## src/rtl/cpu_peripheral_bridge.sv

```systemverilog
// cpu_peripheral_bridge
//   Bridges the CPU memory bus (valid/ready, request held by the CPU) to
//   CHANNELS peripheral channels. A request is registered, a channel is
//   picked from cpu_address[SEL_LSB +: SEL_W], and a valid/ready handshake
//   is held on that channel. Completion is a one-cycle cpu_mem_ready pulse
//   with registered read data. An unmapped channel number returns
//   TIMEOUT_DATA without touching any peripheral.
//
// Optional feature macro: BRIDGE_TIMEOUT_EN
//   When defined, a request left unanswered for TIMEOUT_CYCLES REQ cycles is
//   abandoned, answered with TIMEOUT_DATA, and the sticky timeout_flag is set
//   (cleared by timeout_clear; setting wins over a simultaneous clear).
//   When undefined, REQ waits forever and timeout_flag is constant 0.
//
// Ports
//   clk_2x          sole clock (posedge)
//   reset_n         synchronous active-low reset
//   cpu_mem_valid   CPU request, held until cpu_mem_ready is seen
//   cpu_address     request address
//   cpu_wstrb       byte strobes, 0 means read
//   cpu_write_data  write data
//   cpu_mem_ready   one-cycle completion pulse
//   cpu_read_data   read data, valid while cpu_mem_ready=1
//   per_valid       one-hot request to the selected channel
//   per_address     registered request address (shared)
//   per_wstrb       registered byte strobes (shared)
//   per_write_data  registered write data (shared)
//   per_ready       per-channel completion
//   per_read_data   channel c data at [c*DATA_WIDTH +: DATA_WIDTH]
//   timeout_clear   clears timeout_flag
//   timeout_flag    sticky timeout indicator
//   busy            high whenever the bridge is not idle
module cpu_peripheral_bridge #(
  parameter int ADDR_WIDTH     = 24,
  parameter int DATA_WIDTH     = 32,
  parameter int CHANNELS       = 4,
  parameter int SEL_LSB        = 20,
  parameter int TIMEOUT_CYCLES = 255,
  parameter logic [DATA_WIDTH-1:0] TIMEOUT_DATA = 32'hDEADBEEF
) (
  input  logic                           clk_2x,
  input  logic                           reset_n,
  input  logic                           cpu_mem_valid,
  input  logic [ADDR_WIDTH-1:0]          cpu_address,
  input  logic [DATA_WIDTH/8-1:0]        cpu_wstrb,
  input  logic [DATA_WIDTH-1:0]          cpu_write_data,
  output logic                           cpu_mem_ready,
  output logic [DATA_WIDTH-1:0]          cpu_read_data,
  output logic [CHANNELS-1:0]            per_valid,
  output logic [ADDR_WIDTH-1:0]          per_address,
  output logic [DATA_WIDTH/8-1:0]        per_wstrb,
  output logic [DATA_WIDTH-1:0]          per_write_data,
  input  logic [CHANNELS-1:0]            per_ready,
  input  logic [CHANNELS*DATA_WIDTH-1:0] per_read_data,
  input  logic                           timeout_clear,
  output logic                           timeout_flag,
  output logic                           busy
);

  localparam int STRB_W = DATA_WIDTH / 8;
  localparam int SEL_W  = (CHANNELS > 1) ? $clog2(CHANNELS) : 1;

  typedef enum logic [1:0] {S_IDLE, S_REQ, S_RESP, S_DROP} state_t;

  state_t                  state_q, state_d;
  logic [SEL_W-1:0]        sel_q, sel_d;
  logic [CHANNELS-1:0]     per_valid_q, per_valid_d;
  logic [ADDR_WIDTH-1:0]   per_address_q, per_address_d;
  logic [STRB_W-1:0]       per_wstrb_q, per_wstrb_d;
  logic [DATA_WIDTH-1:0]   per_write_data_q, per_write_data_d;
  logic                    cpu_mem_ready_q, cpu_mem_ready_d;
  logic [DATA_WIDTH-1:0]   cpu_read_data_q, cpu_read_data_d;
  logic                    busy_q, busy_d;
  logic                    timeout_flag_q, timeout_flag_d;

`ifdef BRIDGE_TIMEOUT_EN
  localparam int CNT_W = $clog2(TIMEOUT_CYCLES + 1);
  logic [CNT_W-1:0]        cnt_q, cnt_d;
  logic                    timeout_set;
`else
  // timeout_clear has no effect without the timeout feature.
  logic unused_timeout_clear;
  assign unused_timeout_clear = timeout_clear;
`endif

  // Channel decode of the incoming request and of the registered selection.
  logic [SEL_W-1:0]        sel_in;
  logic                    sel_in_mapped;
  logic [CHANNELS-1:0]     sel_in_onehot;
  logic                    sel_ready;
  logic [DATA_WIDTH-1:0]   sel_rdata;
  logic [DATA_WIDTH-1:0]   ch_rdata [CHANNELS];

  assign sel_in        = cpu_address[SEL_LSB +: SEL_W];
  assign sel_in_mapped = (int'(sel_in) < CHANNELS);

  for (genvar gi = 0; gi < CHANNELS; gi++) begin : g_ch
    assign ch_rdata[gi]      = per_read_data[gi*DATA_WIDTH +: DATA_WIDTH];
    assign sel_in_onehot[gi] = (sel_in == SEL_W'(gi));
  end

  // Mux by comparison so a select value beyond CHANNELS never indexes out of range.
  always_comb begin
    sel_ready = 1'b0;
    sel_rdata = '0;
    for (int c = 0; c < CHANNELS; c++) begin
      if (sel_q == SEL_W'(c)) begin
        sel_ready = per_ready[c];
        sel_rdata = ch_rdata[c];
      end
    end
  end

  always_comb begin
    state_d          = state_q;
    sel_d            = sel_q;
    per_valid_d      = per_valid_q;
    per_address_d    = per_address_q;
    per_wstrb_d      = per_wstrb_q;
    per_write_data_d = per_write_data_q;
    cpu_mem_ready_d  = 1'b0;
    cpu_read_data_d  = cpu_read_data_q;
`ifdef BRIDGE_TIMEOUT_EN
    cnt_d            = cnt_q;
    timeout_set      = 1'b0;
`endif

    case (state_q)
      S_IDLE: begin
        if (cpu_mem_valid) begin
          per_address_d    = cpu_address;
          per_wstrb_d      = cpu_wstrb;
          per_write_data_d = cpu_write_data;
          sel_d            = sel_in;
          if (sel_in_mapped) begin
            state_d     = S_REQ;
            per_valid_d = sel_in_onehot;
`ifdef BRIDGE_TIMEOUT_EN
            cnt_d       = '0;
`endif
          end else begin
            // Unmapped: the pulse is raised from RESP one cycle later.
            state_d = S_RESP;
          end
        end
      end

      S_REQ: begin
        if (sel_ready) begin
          per_valid_d     = '0;
          cpu_read_data_d = sel_rdata;
          cpu_mem_ready_d = 1'b1;
          state_d         = S_RESP;
        end
`ifdef BRIDGE_TIMEOUT_EN
        // per_ready takes precedence over the timeout on the same edge.
        else if (cnt_q == CNT_W'(TIMEOUT_CYCLES - 1)) begin
          per_valid_d     = '0;
          cpu_read_data_d = TIMEOUT_DATA;
          cpu_mem_ready_d = 1'b1;
          timeout_set     = 1'b1;
          state_d         = S_RESP;
        end else begin
          cnt_d = cnt_q + CNT_W'(1);
        end
`endif
      end

      S_RESP: begin
        // Mapped/timeout paths arrive with the pulse already raised; the
        // unmapped path arrives without it and raises it here.
        if (cpu_mem_ready_q) begin
          state_d = S_DROP;
        end else begin
          cpu_mem_ready_d = 1'b1;
          cpu_read_data_d = TIMEOUT_DATA;
        end
      end

      S_DROP: begin
        // Wait for the CPU to release its held request before re-arming.
        if (!cpu_mem_valid) state_d = S_IDLE;
      end

      default: state_d = S_IDLE;
    endcase

    busy_d = (state_d != S_IDLE);

`ifdef BRIDGE_TIMEOUT_EN
    if (timeout_set)        timeout_flag_d = 1'b1;
    else if (timeout_clear) timeout_flag_d = 1'b0;
    else                    timeout_flag_d = timeout_flag_q;
`else
    timeout_flag_d = 1'b0;
`endif
  end

  always_ff @(posedge clk_2x) begin
    if (!reset_n) begin
      state_q          <= S_IDLE;
      sel_q            <= '0;
      per_valid_q      <= '0;
      per_address_q    <= '0;
      per_wstrb_q      <= '0;
      per_write_data_q <= '0;
      cpu_mem_ready_q  <= 1'b0;
      cpu_read_data_q  <= '0;
      busy_q           <= 1'b0;
      timeout_flag_q   <= 1'b0;
`ifdef BRIDGE_TIMEOUT_EN
      cnt_q            <= '0;
`endif
    end else begin
      state_q          <= state_d;
      sel_q            <= sel_d;
      per_valid_q      <= per_valid_d;
      per_address_q    <= per_address_d;
      per_wstrb_q      <= per_wstrb_d;
      per_write_data_q <= per_write_data_d;
      cpu_mem_ready_q  <= cpu_mem_ready_d;
      cpu_read_data_q  <= cpu_read_data_d;
      busy_q           <= busy_d;
      timeout_flag_q   <= timeout_flag_d;
`ifdef BRIDGE_TIMEOUT_EN
      cnt_q            <= cnt_d;
`endif
    end
  end

  assign cpu_mem_ready  = cpu_mem_ready_q;
  assign cpu_read_data  = cpu_read_data_q;
  assign per_valid      = per_valid_q;
  assign per_address    = per_address_q;
  assign per_wstrb      = per_wstrb_q;
  assign per_write_data = per_write_data_q;
  assign busy           = busy_q;
  assign timeout_flag   = timeout_flag_q;

endmodule
```

## config.mk

```make
export PLATFORM = sky130hd
export DESIGN_NAME = cpu_peripheral_bridge
export DESIGN_NICKNAME = d
export VERILOG_FILES = /design/src/rtl/cpu_peripheral_bridge.sv
export SDC_FILE = /design/constraint.sdc
export NUM_CORES = 1
export LEC_CHECK = 0
export BUFFER_PORTS_ARGS = -buffer_cell sky130_fd_sc_hd__buf_2
export CAP_MARGIN = 20
export CORE_AREA = 3 3 114 116
export CTS_CLUSTER_DIAMETER = 50
export DETAILED_ROUTE_END_ITERATION = 7
export DIE_AREA = 0 0 117 119
export PLACE_DENSITY = 0.85
export SYNTH_ARGS = -nofsm -noshare
export SYNTH_HDL_FRONTEND = slang
export SYNTH_SLANG_ARGS = --single-unit
```

## constraint.sdc

```tcl
create_clock -name clk_2x -period 3.5 [get_ports clk_2x]
set_input_delay 0.175 -clock clk_2x [delete_from_list [all_inputs] [get_ports clk_2x]]
set_output_delay 0.175 -clock clk_2x [all_outputs]
set_load 0.01 [all_outputs]
```

==> qor.yml <==
placed_design:
  gp_congestion: 0.810
  place_area_mm2: 0.00624
  port_buffers: 292
  place_ws_ps: 1220
  dp_hpwl_mm: 11.4
synthesis:
  syn_nets: 755
  synth_ff_type: "dfxtp_1"
  ys_ff_latch: 100
  synthArstFlopShare_pct: 0
  synth_cell_types: 34
  synthCells: 555
  synth-edff-count: 0
  syn_area_per_cell_um2: 8.58
  ys_seq_area_share_pct: 42.0
  ys_warn_count: 0
  synthesis.area_mm2: 0.00476
timing:
  worst_slack_ps: 1170
  grt_setup_unrepaired: "no"
  fin_skew_ps: 3.37
  timing.final.crit_share_pct: 66.4
  worst_slew_pin_slew_ps: 1020
  fin_tns_setup_ps: 0
  fmax_mhz: 430
  setup_viol: 0
  final_hold_viol_count: 0
  fin_crit_ps: 2330
  slew_viol_final: 0
  maxSlewHeadroom_pct: 31.7
cts:
  cts_resized: 0
  clock_latency_ps: 340
  cts_buffers: 9
  cts_setup_buffers: 0
  cts_tree: "built"
  cts_root_buf: "clkbuf_16"
  cts_sinks: 100
  clock_path_buffers: 2
  ctsHoldBuffers: 0
  h-tree-depth: 3
  clkSlewWorstSetupHoldPaths_ps: 70
finish:
  areaGrowthSynthToFinish_pct: 38.2
  final_cell_area_mm2: 0.00658
  diodes: 0
  final_common_cell: "buf_2"
  post-route-util_pct: 54.8
  register_area_mm2: 0.00201
  layout-drive-gt1-share_pct: 40.3
  fin_nets: 1016
  final_cell_mix: "buf_2 (291), nand2_1 (148), dfxtp_1 (99)"
  multi_input_area_mm2: 0.00252
  fillers: 1167
power_and_ir_drop:
  total_power_mw: 2.91
  leakagePower_nw: 3.13
  ir_drop_v: 0.000341
  p_per_area_mw_per_mm2: 442
die:
  fp.dieH_um: 119
  dieArea_mm2: 0.0139
  io-pin-count: 295
  core-area_mm2: 0.0120
  initial_core_util_pct: 39.7
  num_rows: 40
  die_w_um: 117
min_path:
  worstHoldPathType: "input port to register"
drt:
  drt-pass1-iter-count: 5
  routed.top_layer: "met4"
  routed_wl_mm: 14.9
  wl_met2_mm: 7.38
  drt-met1-wl_mm: 6.28
  drc: 0
  wl_per_cell_um: 15.4
  vias: 4854
  dr_wl_met3_um: 910
  via_per_inst: 5.01
  drtIter0Drc: 291
  antenna_left: 0
global_routing:
  grt_max_degree: 109
  grt_overflow: 0
  grt_antenna_before_repair: 0
  grt_pass1_vias: 4604
  grt_first_pass_wirelength_mm: 22.6
  gr-usage-all-layers_pct: 20.5
setup_path:
  crit_path_max_incr_delay_ps: 940
  path_max_fanout: 24
  crit_arrival_ps: 2530
  path_cells: "nor2b_2 -> a22oi_1 -> nand2_1 -> o21ai_0"
  crit_type: "register to register"
  crit_buf_inv: 0
  cp_slowest_cell: "nor2b_2"
  cp.required_ps: 3710
  endpoint_kind: "register"
  critPathTopFamily: "simple AND/OR/NAND/NOR gates"
  worstSetupStartpointType: "register"
outcome:
  status: "finished, final reports clean"
job:
  drv_cap: 0
## sequential cells by signal (all words and copies together) (netlist names), 2 cells and up
register,count
per_write_data,32
cpu_read_data,32
per_wstrb,4
per_valid,4
per_address,23
state_q,2
## synthesized netlist by cell type (all sizes together) (4+ instances only)
library cell  number  area [um2]
buf               12        90.1
ha                 4        50.1
dfxtp            100        2000
a21boi            60         450
mux4               9         203
inv                4        15.0
nand3             45         225
nand2            149         559
o21ai             40         200
clkbuf            37         143
a22oi             24         180
mux2i             48         480
## metrics by stage
stage | hold slack [ps] | std cells
after floorplan | 320 | 555
after global placement | 428 | 952
after detailed placement | 433 | 952
after CTS | 62.9 | 968
after global routing | 76.0 | 968
final | 78.9 | 968
## logic make-up after synthesis
family                   count (synthesis)  synth area share, %
AO/OA/AOI/OAI                          134                 19.2
adder cells (fa/ha/maj)                  4                 1.05
buffers and inverters                   53                 5.20
flip-flops                             100                 42.0
multiplexers                            57                 14.3
other                                    1               0.0787
AND/OR/NAND/NOR                        206                 18.1
## worst paths after layout
path	startpoint	endpoint	slack [ps]	depth (start not counted)
hold reg to reg	cpu_read_data[29]$_SDFFE_PN0P_	cpu_read_data[29]$_SDFFE_PN0P_	460	2
setup / recovery	per_address[21]$_SDFFE_PN0P_	cpu_read_data[0]$_SDFFE_PN0P_	1170	4
setup reg to reg	per_address[21]$_SDFFE_PN0P_	cpu_read_data[0]$_SDFFE_PN0P_	1170	4
hold / removal	cpu_address[23]	per_address[23]$_SDFFE_PN0P_	80	3
## cell type report
cell class,count,share of cell area (%)
sequential,100,30.5
multi-input combinational,402,38.3
tap,147,2.79
timing repair buffer,299,23.0
inverter,4,0.228
clock inverter,3,1.03
clock buffer,13,4.11
## worst reg2reg max path: cells and delay by family, from the launching register on
kind	cells	cell delay, ps
DFF	1	770
and+or+nand+nor	2	1070
AOI/OAI and AO/OA	2	360
## routing by layer
metal | GRT usage [%] | vias to the layer above
met2 | 33.5 | 151
met3 | 6.05 | 23
met5 | 0 | -
li1 | - | 2437
met1 | 25.6 | 2243
met4 | 6.95 | 0
## power by group
group / total (mW) / switching (mW) / internal [mW]
Clock: 1.10 / 0.413 / 0.685
Combinational: 0.553 / 0.297 / 0.256
Sequential: 1.26 / 0.0450 / 1.22
Note: power is estimated with default switching activity, not from simulation.
